File: src/rtl/fft_peak_finder_if.sv
// rtl/fft_peak_finder_if.sv - RAM read port and peak result bundle for fft_peak_finder
interface fft_peak_finder_if #(
  parameter int ADDR_W = 8,
  parameter int DATA_W = 32
);
  logic                       Start;
  logic [ADDR_W-1:0]          RdAddr;
  logic signed [DATA_W-1:0]   RdRe;
  logic signed [DATA_W-1:0]   RdIm;
  logic                       Busy;
  logic                       Valid;
  logic [ADDR_W-1:0]          PeakBin;
  logic [2*DATA_W:0]          PeakMag;

  // Peak finder side: issues read addresses, consumes RAM data, reports the peak
  modport master (
    input  Start, RdRe, RdIm,
    output RdAddr, Busy, Valid, PeakBin, PeakMag
  );

  // Environment side: FFT control, result RAM and result consumer
  modport slave (
    output Start, RdRe, RdIm,
    input  RdAddr, Busy, Valid, PeakBin, PeakMag
  );
endinterface

File: src/rtl/fft_peak_finder.sv
// rtl/fft_peak_finder.sv - strongest-bin search over the lower half of the FFT result RAM (option: FFT_PEAK_MAG_SQUARED_EN)
module fft_peak_finder #(
  parameter int N_POINTS  = 256,
  parameter int ADDR_W    = 8,
  parameter int DATA_W    = 32,
  parameter int FIRST_BIN = 1
) (
  input logic              Clk,
  input logic              Reset,
  fft_peak_finder_if.master bus
);

  localparam int                MAG_W      = 2*DATA_W+1;
  localparam logic [ADDR_W-1:0] LAST_ADDR  = ADDR_W'(N_POINTS/2-1);
  localparam logic [ADDR_W-1:0] FIRST_ADDR = ADDR_W'(FIRST_BIN);

  typedef enum logic [1:0] {IDLE, SCAN, DRAIN, DONE} state_t;

  state_t            state_q, state_d;
  logic [ADDR_W-1:0] rd_addr_q, rd_addr_d;
  logic              busy_q, busy_d;
  logic              valid_q, valid_d;
  logic [ADDR_W-1:0] peak_bin_q, peak_bin_d;
  logic [MAG_W-1:0]  peak_mag_q, peak_mag_d;
  logic              cmp_en_q, cmp_en_d;
  logic              do_cmp;
  logic [ADDR_W-1:0] cmp_bin;
  logic [MAG_W-1:0]  mag;

`ifdef FFT_PEAK_MAG_SQUARED_EN
  // Power: squares are non-negative, so the full-width sum is taken as unsigned
  logic signed [2*DATA_W-1:0] re_ext, im_ext, re_sq, im_sq;
  assign re_ext = {{DATA_W{bus.RdRe[DATA_W-1]}}, bus.RdRe};
  assign im_ext = {{DATA_W{bus.RdIm[DATA_W-1]}}, bus.RdIm};
  assign re_sq  = re_ext * re_ext;
  assign im_sq  = im_ext * im_ext;
  assign mag    = {1'b0, re_sq} + {1'b0, im_sq};
`else
  // L1 magnitude: negating the most negative value wraps to the correct unsigned 2^(DATA_W-1)
  logic [DATA_W-1:0] abs_re, abs_im;
  logic [DATA_W:0]   mag_l1;
  assign abs_re = bus.RdRe[DATA_W-1] ? $unsigned(-bus.RdRe) : $unsigned(bus.RdRe);
  assign abs_im = bus.RdIm[DATA_W-1] ? $unsigned(-bus.RdIm) : $unsigned(bus.RdIm);
  assign mag_l1 = {1'b0, abs_re} + {1'b0, abs_im};
  assign mag    = {{(MAG_W-DATA_W-1){1'b0}}, mag_l1};
`endif

  // State register and all result/address registers
  always_ff @(posedge Clk) begin
    if (Reset) begin
      state_q    <= IDLE;
      rd_addr_q  <= '0;
      busy_q     <= 1'b0;
      valid_q    <= 1'b0;
      peak_bin_q <= '0;
      peak_mag_q <= '0;
      cmp_en_q   <= 1'b0;
    end else begin
      state_q    <= state_d;
      rd_addr_q  <= rd_addr_d;
      busy_q     <= busy_d;
      valid_q    <= valid_d;
      peak_bin_q <= peak_bin_d;
      peak_mag_q <= peak_mag_d;
      cmp_en_q   <= cmp_en_d;
    end
  end

  // Next-state, address sweep and running-maximum update
  always_comb begin
    state_d    = state_q;
    rd_addr_d  = rd_addr_q;
    busy_d     = busy_q;
    valid_d    = valid_q;
    peak_bin_d = peak_bin_q;
    peak_mag_d = peak_mag_q;
    cmp_en_d   = cmp_en_q;
    do_cmp     = 1'b0;
    // RAM data lags the address by one cycle, so in SCAN it belongs to the previous address
    cmp_bin    = rd_addr_q - ADDR_W'(1);

    case (state_q)
      IDLE, DONE: begin
        if (bus.Start) begin
          state_d    = SCAN;
          rd_addr_d  = FIRST_ADDR;
          peak_bin_d = FIRST_ADDR;
          peak_mag_d = '0;
          busy_d     = 1'b1;
          valid_d    = 1'b0;
          cmp_en_d   = 1'b0;
        end
      end
      SCAN: begin
        // First SCAN edge sees data for the address issued before the scan; skip it
        do_cmp   = cmp_en_q;
        cmp_en_d = 1'b1;
        if (rd_addr_q == LAST_ADDR) begin
          state_d = DRAIN;
        end else begin
          rd_addr_d = rd_addr_q + ADDR_W'(1);
        end
      end
      DRAIN: begin
        do_cmp   = 1'b1;
        cmp_bin  = rd_addr_q;
        busy_d   = 1'b0;
        valid_d  = 1'b1;
        state_d  = DONE;
      end
      default: state_d = IDLE;
    endcase

    // Strictly greater keeps the lowest bin on ties
    if (do_cmp && (mag > peak_mag_q)) begin
      peak_mag_d = mag;
      peak_bin_d = cmp_bin;
    end
  end

  assign bus.RdAddr  = rd_addr_q;
  assign bus.Busy    = busy_q;
  assign bus.Valid   = valid_q;
  assign bus.PeakBin = peak_bin_q;
  assign bus.PeakMag = peak_mag_q;

endmodule

File: src/flat_wrapper.sv
// flat-port wrapper written by rule: the top's interface ports become plain ports
module fft_peak_finder_flat 
#(
  parameter int N_POINTS  = 256,
  parameter int ADDR_W    = 8,
  parameter int DATA_W    = 32,
  parameter int FIRST_BIN = 1
)
  (Clk, Reset, bus_Start, bus_RdRe, bus_RdIm, bus_RdAddr, bus_Busy, bus_Valid, bus_PeakBin, bus_PeakMag);
  fft_peak_finder_if #(.ADDR_W(ADDR_W), .DATA_W(DATA_W)) bus_i ();
  input logic Clk;
  input logic Reset;
  input wire logic [$bits(bus_i.Start)-1:0] bus_Start;
  input wire logic [$bits(bus_i.RdRe)-1:0] bus_RdRe;
  input wire logic [$bits(bus_i.RdIm)-1:0] bus_RdIm;
  output wire logic [$bits(bus_i.RdAddr)-1:0] bus_RdAddr;
  output wire logic [$bits(bus_i.Busy)-1:0] bus_Busy;
  output wire logic [$bits(bus_i.Valid)-1:0] bus_Valid;
  output wire logic [$bits(bus_i.PeakBin)-1:0] bus_PeakBin;
  output wire logic [$bits(bus_i.PeakMag)-1:0] bus_PeakMag;
  assign bus_i.Start = bus_Start;
  assign bus_i.RdRe = bus_RdRe;
  assign bus_i.RdIm = bus_RdIm;
  assign bus_RdAddr = bus_i.RdAddr;
  assign bus_Busy = bus_i.Busy;
  assign bus_Valid = bus_i.Valid;
  assign bus_PeakBin = bus_i.PeakBin;
  assign bus_PeakMag = bus_i.PeakMag;
  fft_peak_finder #(.N_POINTS(N_POINTS), .ADDR_W(ADDR_W), .DATA_W(DATA_W), .FIRST_BIN(FIRST_BIN)) u_core (.Clk(Clk), .Reset(Reset), .bus(bus_i));
endmodule
File: config.mk
export PLATFORM = sky130hd
export DESIGN_NAME = fft_peak_finder_flat
export DESIGN_NICKNAME = d
export VERILOG_FILES = /design/src/rtl/fft_peak_finder_if.sv /design/src/rtl/fft_peak_finder.sv /design/src/flat_wrapper.sv
export SDC_FILE = /design/constraint.sdc
export NUM_CORES = 1
export LEC_CHECK = 0
export BUFFER_PORTS_ARGS = -buffer_cell sky130_fd_sc_hd__buf_2
export CORE_MARGIN = 1
export CORE_UTILIZATION = 45
export CTS_CLUSTER_SIZE = 12
export DETAILED_ROUTE_END_ITERATION = 8
export PLACE_DENSITY = 0.68
export RECOVER_POWER = 50
export SYNTH_ARGS = -nofsm -noshare
export SYNTH_HDL_FRONTEND = slang
export SYNTH_SLANG_ARGS = --single-unit
File: constraint.sdc
create_clock -name Clk -period 17.5 [get_ports Clk]
set_input_delay 2.625 -clock Clk [delete_from_list [all_inputs] [get_ports Clk]]
set_output_delay 2.625 -clock Clk [all_outputs]
set_load 0.03 [all_outputs]
# Word level (Yosys, flattened, before mapping)
# Index checks and enable logic that the tools add are counted.
dict set report totals {
  regBits 54
  output_inout_bits 83
  wordCells 52
}
dict set report op_classes {
  n_addsub 5
  n_lt_le_gt_ge 1
  n_eq_ne 7
  n_mux 20
  n_reduce_logical 12
}
# op n
set ops {}
lappend ops {{$mux W33} 3}
lappend ops {{$mux W32} 2}
lappend ops {{$neg A32 Y32} 2}
lappend ops {{$mux W8} 5}
lappend ops {{$add A32 B32 Y33} 1}
lappend ops {{$gt A33 B33 Y1} 1}
lappend ops {{$pmux W8 S2} 1}
lappend ops {{$add A8 B1 Y8 const B} 1}
lappend ops {{$eq A8 B7 Y1 const B} 1}
lappend ops {{$pmux W1 S2} 4}
lappend ops {{$reduce_and A2 Y1} 4}
lappend ops {{$reduce_bool A2 Y1} 4}
lappend ops {{$sub A8 B1 Y8 const B} 1}
lappend ops {{$pmux W2 S3} 1}
lappend ops {{$eq A2 B2 Y1 const B} 2}
lappend ops {{$mux W2} 2}
lappend ops {{$ne A2 B2 Y1 const B} 2}
lappend ops {{$reduce_and A3 Y1} 1}
lappend ops {{$eq A2 B1 Y1 const B} 1}
lappend ops {{$logic_not A2 Y1} 1}
lappend ops {{$mux W1} 2}
lappend ops {{$ne A2 B1 Y1 const B} 1}
lappend ops {{$reduce_or A2 Y1} 1}
lappend ops {{$logic_and A1 B1 Y1} 1}

# Logic depth before layout (Yosys ltp)
dict set report depth {
  ltp_word 7
  depth_mapped 27
}

# Worst setup path after synthesis
# OpenSTA, ideal clock, no wires.
dict set report synth_path {
  path_kind {input port to flip-flop}
  from {in bus_RdRe[9]}
  to {reg u_core.peak_mag_q[15] (netlist: u_core.bus.PeakMag[15])}
  setup_time_ns 0.070
  t_arrival_ns 8.814
  required_ns 17.430
  setup_slack_ns 8.615
  stages 24
  n_path_buf 3
  path_cell_list {or4_4 > or3_4 > or3_4 > o41ai_1 > xnor2_1 > ha_1 > clkbuf_1 > a21o_1 > a31o_2 > a21o_1 > or4_1 > o211a_1 > or3_1 > and2_1 > ha_1 > a21oi_1 > o21ai_0 > o31a_1 > or4_1 > o211ai_1 > clkbuf_1 > buf_1 > nand3_1 > a21oi_1}
}
dict set report synth_between {
  elab_chain_cells 7
}
# element line
set synth_rtl {}
lappend synth_rtl {{start: declaration} flat_wrapper.sv:14} ;# input wire logic [$bits(bus_i.RdRe)-1:0] bus_RdRe;
lappend synth_rtl {{$neg A32 Y32} fft_peak_finder.sv:42} ;# assign abs_re = bus.RdRe[DATA_W-1] ? $unsigned(-bus.RdRe) : $unsigned(bus.RdRe);
lappend synth_rtl {{$mux W32 *} fft_peak_finder.sv:42}
lappend synth_rtl {{$add A32 B32 Y33 *} fft_peak_finder.sv:44} ;# assign mag_l1 = {1'b0, abs_re} + {1'b0, abs_im};
lappend synth_rtl {{$gt A33 B33 Y1} fft_peak_finder.sv:115} ;# if (do_cmp && (mag > peak_mag_q)) begin
lappend synth_rtl {{$logic_and A1 B1 Y1} fft_peak_finder.sv:115}
lappend synth_rtl {{$reduce_bool A2 Y1 (no line)} -}
lappend synth_rtl {{$reduce_and A2 Y1 (no line)} -}
lappend synth_rtl {{end signal: assignment} fft_peak_finder.sv:64} ;# peak_mag_q <= peak_mag_d;
lappend synth_rtl {{end: declaration} fft_peak_finder.sv:24} ;# logic [MAG_W-1:0] peak_mag_q, peak_mag_d;
# Every way passes the cells marked *; elsewhere a longest branch is shown, timed or not.
# A chain may end at the register's enable or synchronous reset.

# Worst setup path after layout
dict set report layout_path {
  from {in bus_RdRe[9]}
  to {reg u_core.peak_mag_q[28] (netlist: u_core.bus.PeakMag[28])}
}
# Same word-level chain as after synthesis.

==> impl_metrics.tcl <==
set metrics [dict create \
    n_fill_cell 1442 \
    syn_inst 864 \
    clock_tree.buffer_depth 2 \
    dieWidth_um 121 \
    clk_pin_slew_ps 70 \
    worstPathRequired_ps 17700 \
    synth_cell_types 65 \
    slew_headroom_pct -58.7 \
    fin_nets 1096 \
    yosysWarningCount 0 \
    status "complete, but fails checks" \
    core_area_mm2 0.0138 \
    arrival_ps 9370 \
    fmax_mhz 109 \
    grt_overflow_total 0 \
    tritoncts "done" \
    fin_skew_ps 7.82 \
    synth.avg_cell_area_um2 7.35 \
    numCtsBuffers 5 \
    setup_viol 0 \
    finish.utilization_pct 50.9 \
    ys_ff_latch 54 \
    synth_top_cell_area_share_pct 17.0 \
    critical_path_class "in -> reg" \
    cts_setup_buffers 0 \
    cts_resized 0 \
    grt_max_degree 55 \
    finalCritPeriodShare_pct 52.4 \
    yosys.area.top_type "dfxtp_1" \
    gp_congestion 0.863 \
    n_antenna_cell 0 \
    cts_root_buffer "clkbuf_16" \
    drtIter0Drc 269 \
    drive_gt1_share_pct 9.82 \
    grt_pass1_wl_mm 25.5 \
    grt_pass1_vias 5415 \
    wirelength_mm 15.4 \
    period_minus_slack_ps 9170 \
    die_area_mm2 0.0146 \
    netlist_area_mm2 0.00635 \
    cts_sinks 54 \
    leakagePower_nw 2.75 \
    fp.dieH_um 121 \
    min_path_cells 2 \
    synth.most_common_cell "a21oi_1" \
    dr.pass1.iters 5 \
    regArea_mm2 0.00108 \
    worstSetupEndpointType "flop" \
    rsz0062_at_grt "false" \
    wl_per_cell_um 13.6 \
    vias 6161 \
    slew_viol_final 55 \
    post-route-drc-count 0 \
    worstMarginPinSlew_ps 2380 \
    hold_class "reg -> reg" \
    portBuffers 117 \
    antenna_found_initial 0 \
    ir_worst_vdd_mv 0.0567 \
    hold_buffers 0 \
    insertion_delay_ps 290 \
    grt_use_total_pct 21.1 \
    synth_seq_area_share_pct 17.0 \
    std_cell_rows 43 \
    cp_max_fo 33 \
    fin_total_pwr_mw 0.703 \
    dpl.hpwl_mm 12.3 \
    synth_edf_count 0 \
    cts.htree.levels 2 \
    multi_input_comb_area_mm2 0.00481 \
    power_density_mw_per_mm2 99.9 \
    io_pins 150 \
    synth_ff_type "dfxtp_1" \
    maxCapViolCount 1 \
    synth_area_leaders "dfxtp_1 17%, ha_1 14%, xnor2_1 11%, a21oi_1 7.3%, nand2_1 4.7%" \
    synth_common_cells "92 x a21oi_1, 80 x xnor2_1, 79 x nand2_1, 72 x ha_1, 56 x inv_1" \
    startpoint_type "input pin" \
    antenna_left 0 \
    initial_core_util_pct 45.9 \
    area_delta_synth_final_pct 10.8 \
    setup-tns-final_ps 0 \
    violations "max-capacitance violations, max-slew violations" \
    synth-async-reset-ratio_pct 0 \
    routed_via_density 5.42 \
    r2r_cells 10 \
    finalHoldViolCount 0 \
]
[flip-flops by register name (all words and copies together), names as in the netlist]
name	flops
u_core.bus.Busy	1
u_core.bus.PeakBin	8
u_core.bus.PeakMag	33
u_core.bus.RdAddr	8
u_core.bus.Valid	1
u_core.cmp_en_q	1
u_core.state_q	2
[layout make-up]
cell class / count / share of cell area (%)
tap: 180 / 3.20
inverter: 56 / 2.99
multi-input combinational: 719 / 68.3
clock inverter: 3 / 0.569
sequential: 54 / 15.4
clock buffer: 5 / 1.78
timing repair buffer: 120 / 7.81
[placed cells by master (no fill, tap or decap), drive strengths merged, types with 12 or more instances in the layout]
master and count:
a21oi 92, xnor2 80, nand2 79, buf 73, ha 72, inv 56, dfxtp 54, clkbuf 52
nor2 51, o21ai 51, nand3 48, conb 32, o31ai 20, nor3 16, a21o 16, or3 16
xor2 12
[report_power, final]
part	internal, mW	total [mW]	switching, mW
logic	0.162	0.433	0.271
clock network	0.0670	0.112	0.0445
registers	0.141	0.158	0.0169
total	0.370	0.703	0.333
[layer usage]
metal	part of all wire (%)	track usage, %	vias up
met1	52	30.0	2761
li1	-	-	3231
met3	3.5	1.60	5
met2	44	34.9	164
met5	0	0	-
met4	0.57	3.47	0
[kinds of logic (layout without fill, tap and decap cells)]
logic type | Yosys count | count (layout) | synth area share, %
simple gates | 280 | 280 | 22.5
compound gates | 241 | 241 | 23.9
buf+inv | 122 | 184 | 9.12
xor+xnor | 92 | 92 | 12.7
fa+ha+maj | 73 | 73 | 14.5
flops | 54 | 54 | 17.0
other cells | 1 | 32 | 0.0591
mux | 1 | 1 | 0.158
[stage by stage]
step	area [um2]	hold WS, ps	setup WS, ps	cells
floorplan	6470	437	8620	895
global placement	6930	453	8280	1129
detailed placement	6930	458	8130	1129
CTS	7100	470	8400	1137
global route	7040	502	7800	1137
finish	7040	467	8330	1137
[final timing paths]
check,startpoint,to,slack [ps]
setup reg to reg,u_core.bus.PeakMag[20],u_core.bus.PeakMag[28],14270
hold / removal,u_core.bus.PeakBin[1],u_core.bus.PeakBin[1],470
hold reg to reg,u_core.bus.PeakBin[1],u_core.bus.PeakBin[1],470
setup / recovery,bus_RdRe[9],u_core.bus.PeakMag[28],8330
[critical path, stage by stage]
cell and delay [ps]:
buf_2 110, or4_4 540, or3_4 350, or3_4 370, o41ai_1 430, xnor2_1 110
ha_1 380, a21o_1 200, a31o_2 230, a21o_1 210, or4_1 420, o211a_1 240
o21ai_0 130, nor3b_1 270, nor2_1 70, ha_1 310, nand4_1 140, nor4_1 410
nand4_1 200, o21ai_0 210, or4_1 160, o211a_1 900, nand3_1 160, a21oi_1 170
(Power assumes the default switching activity.)
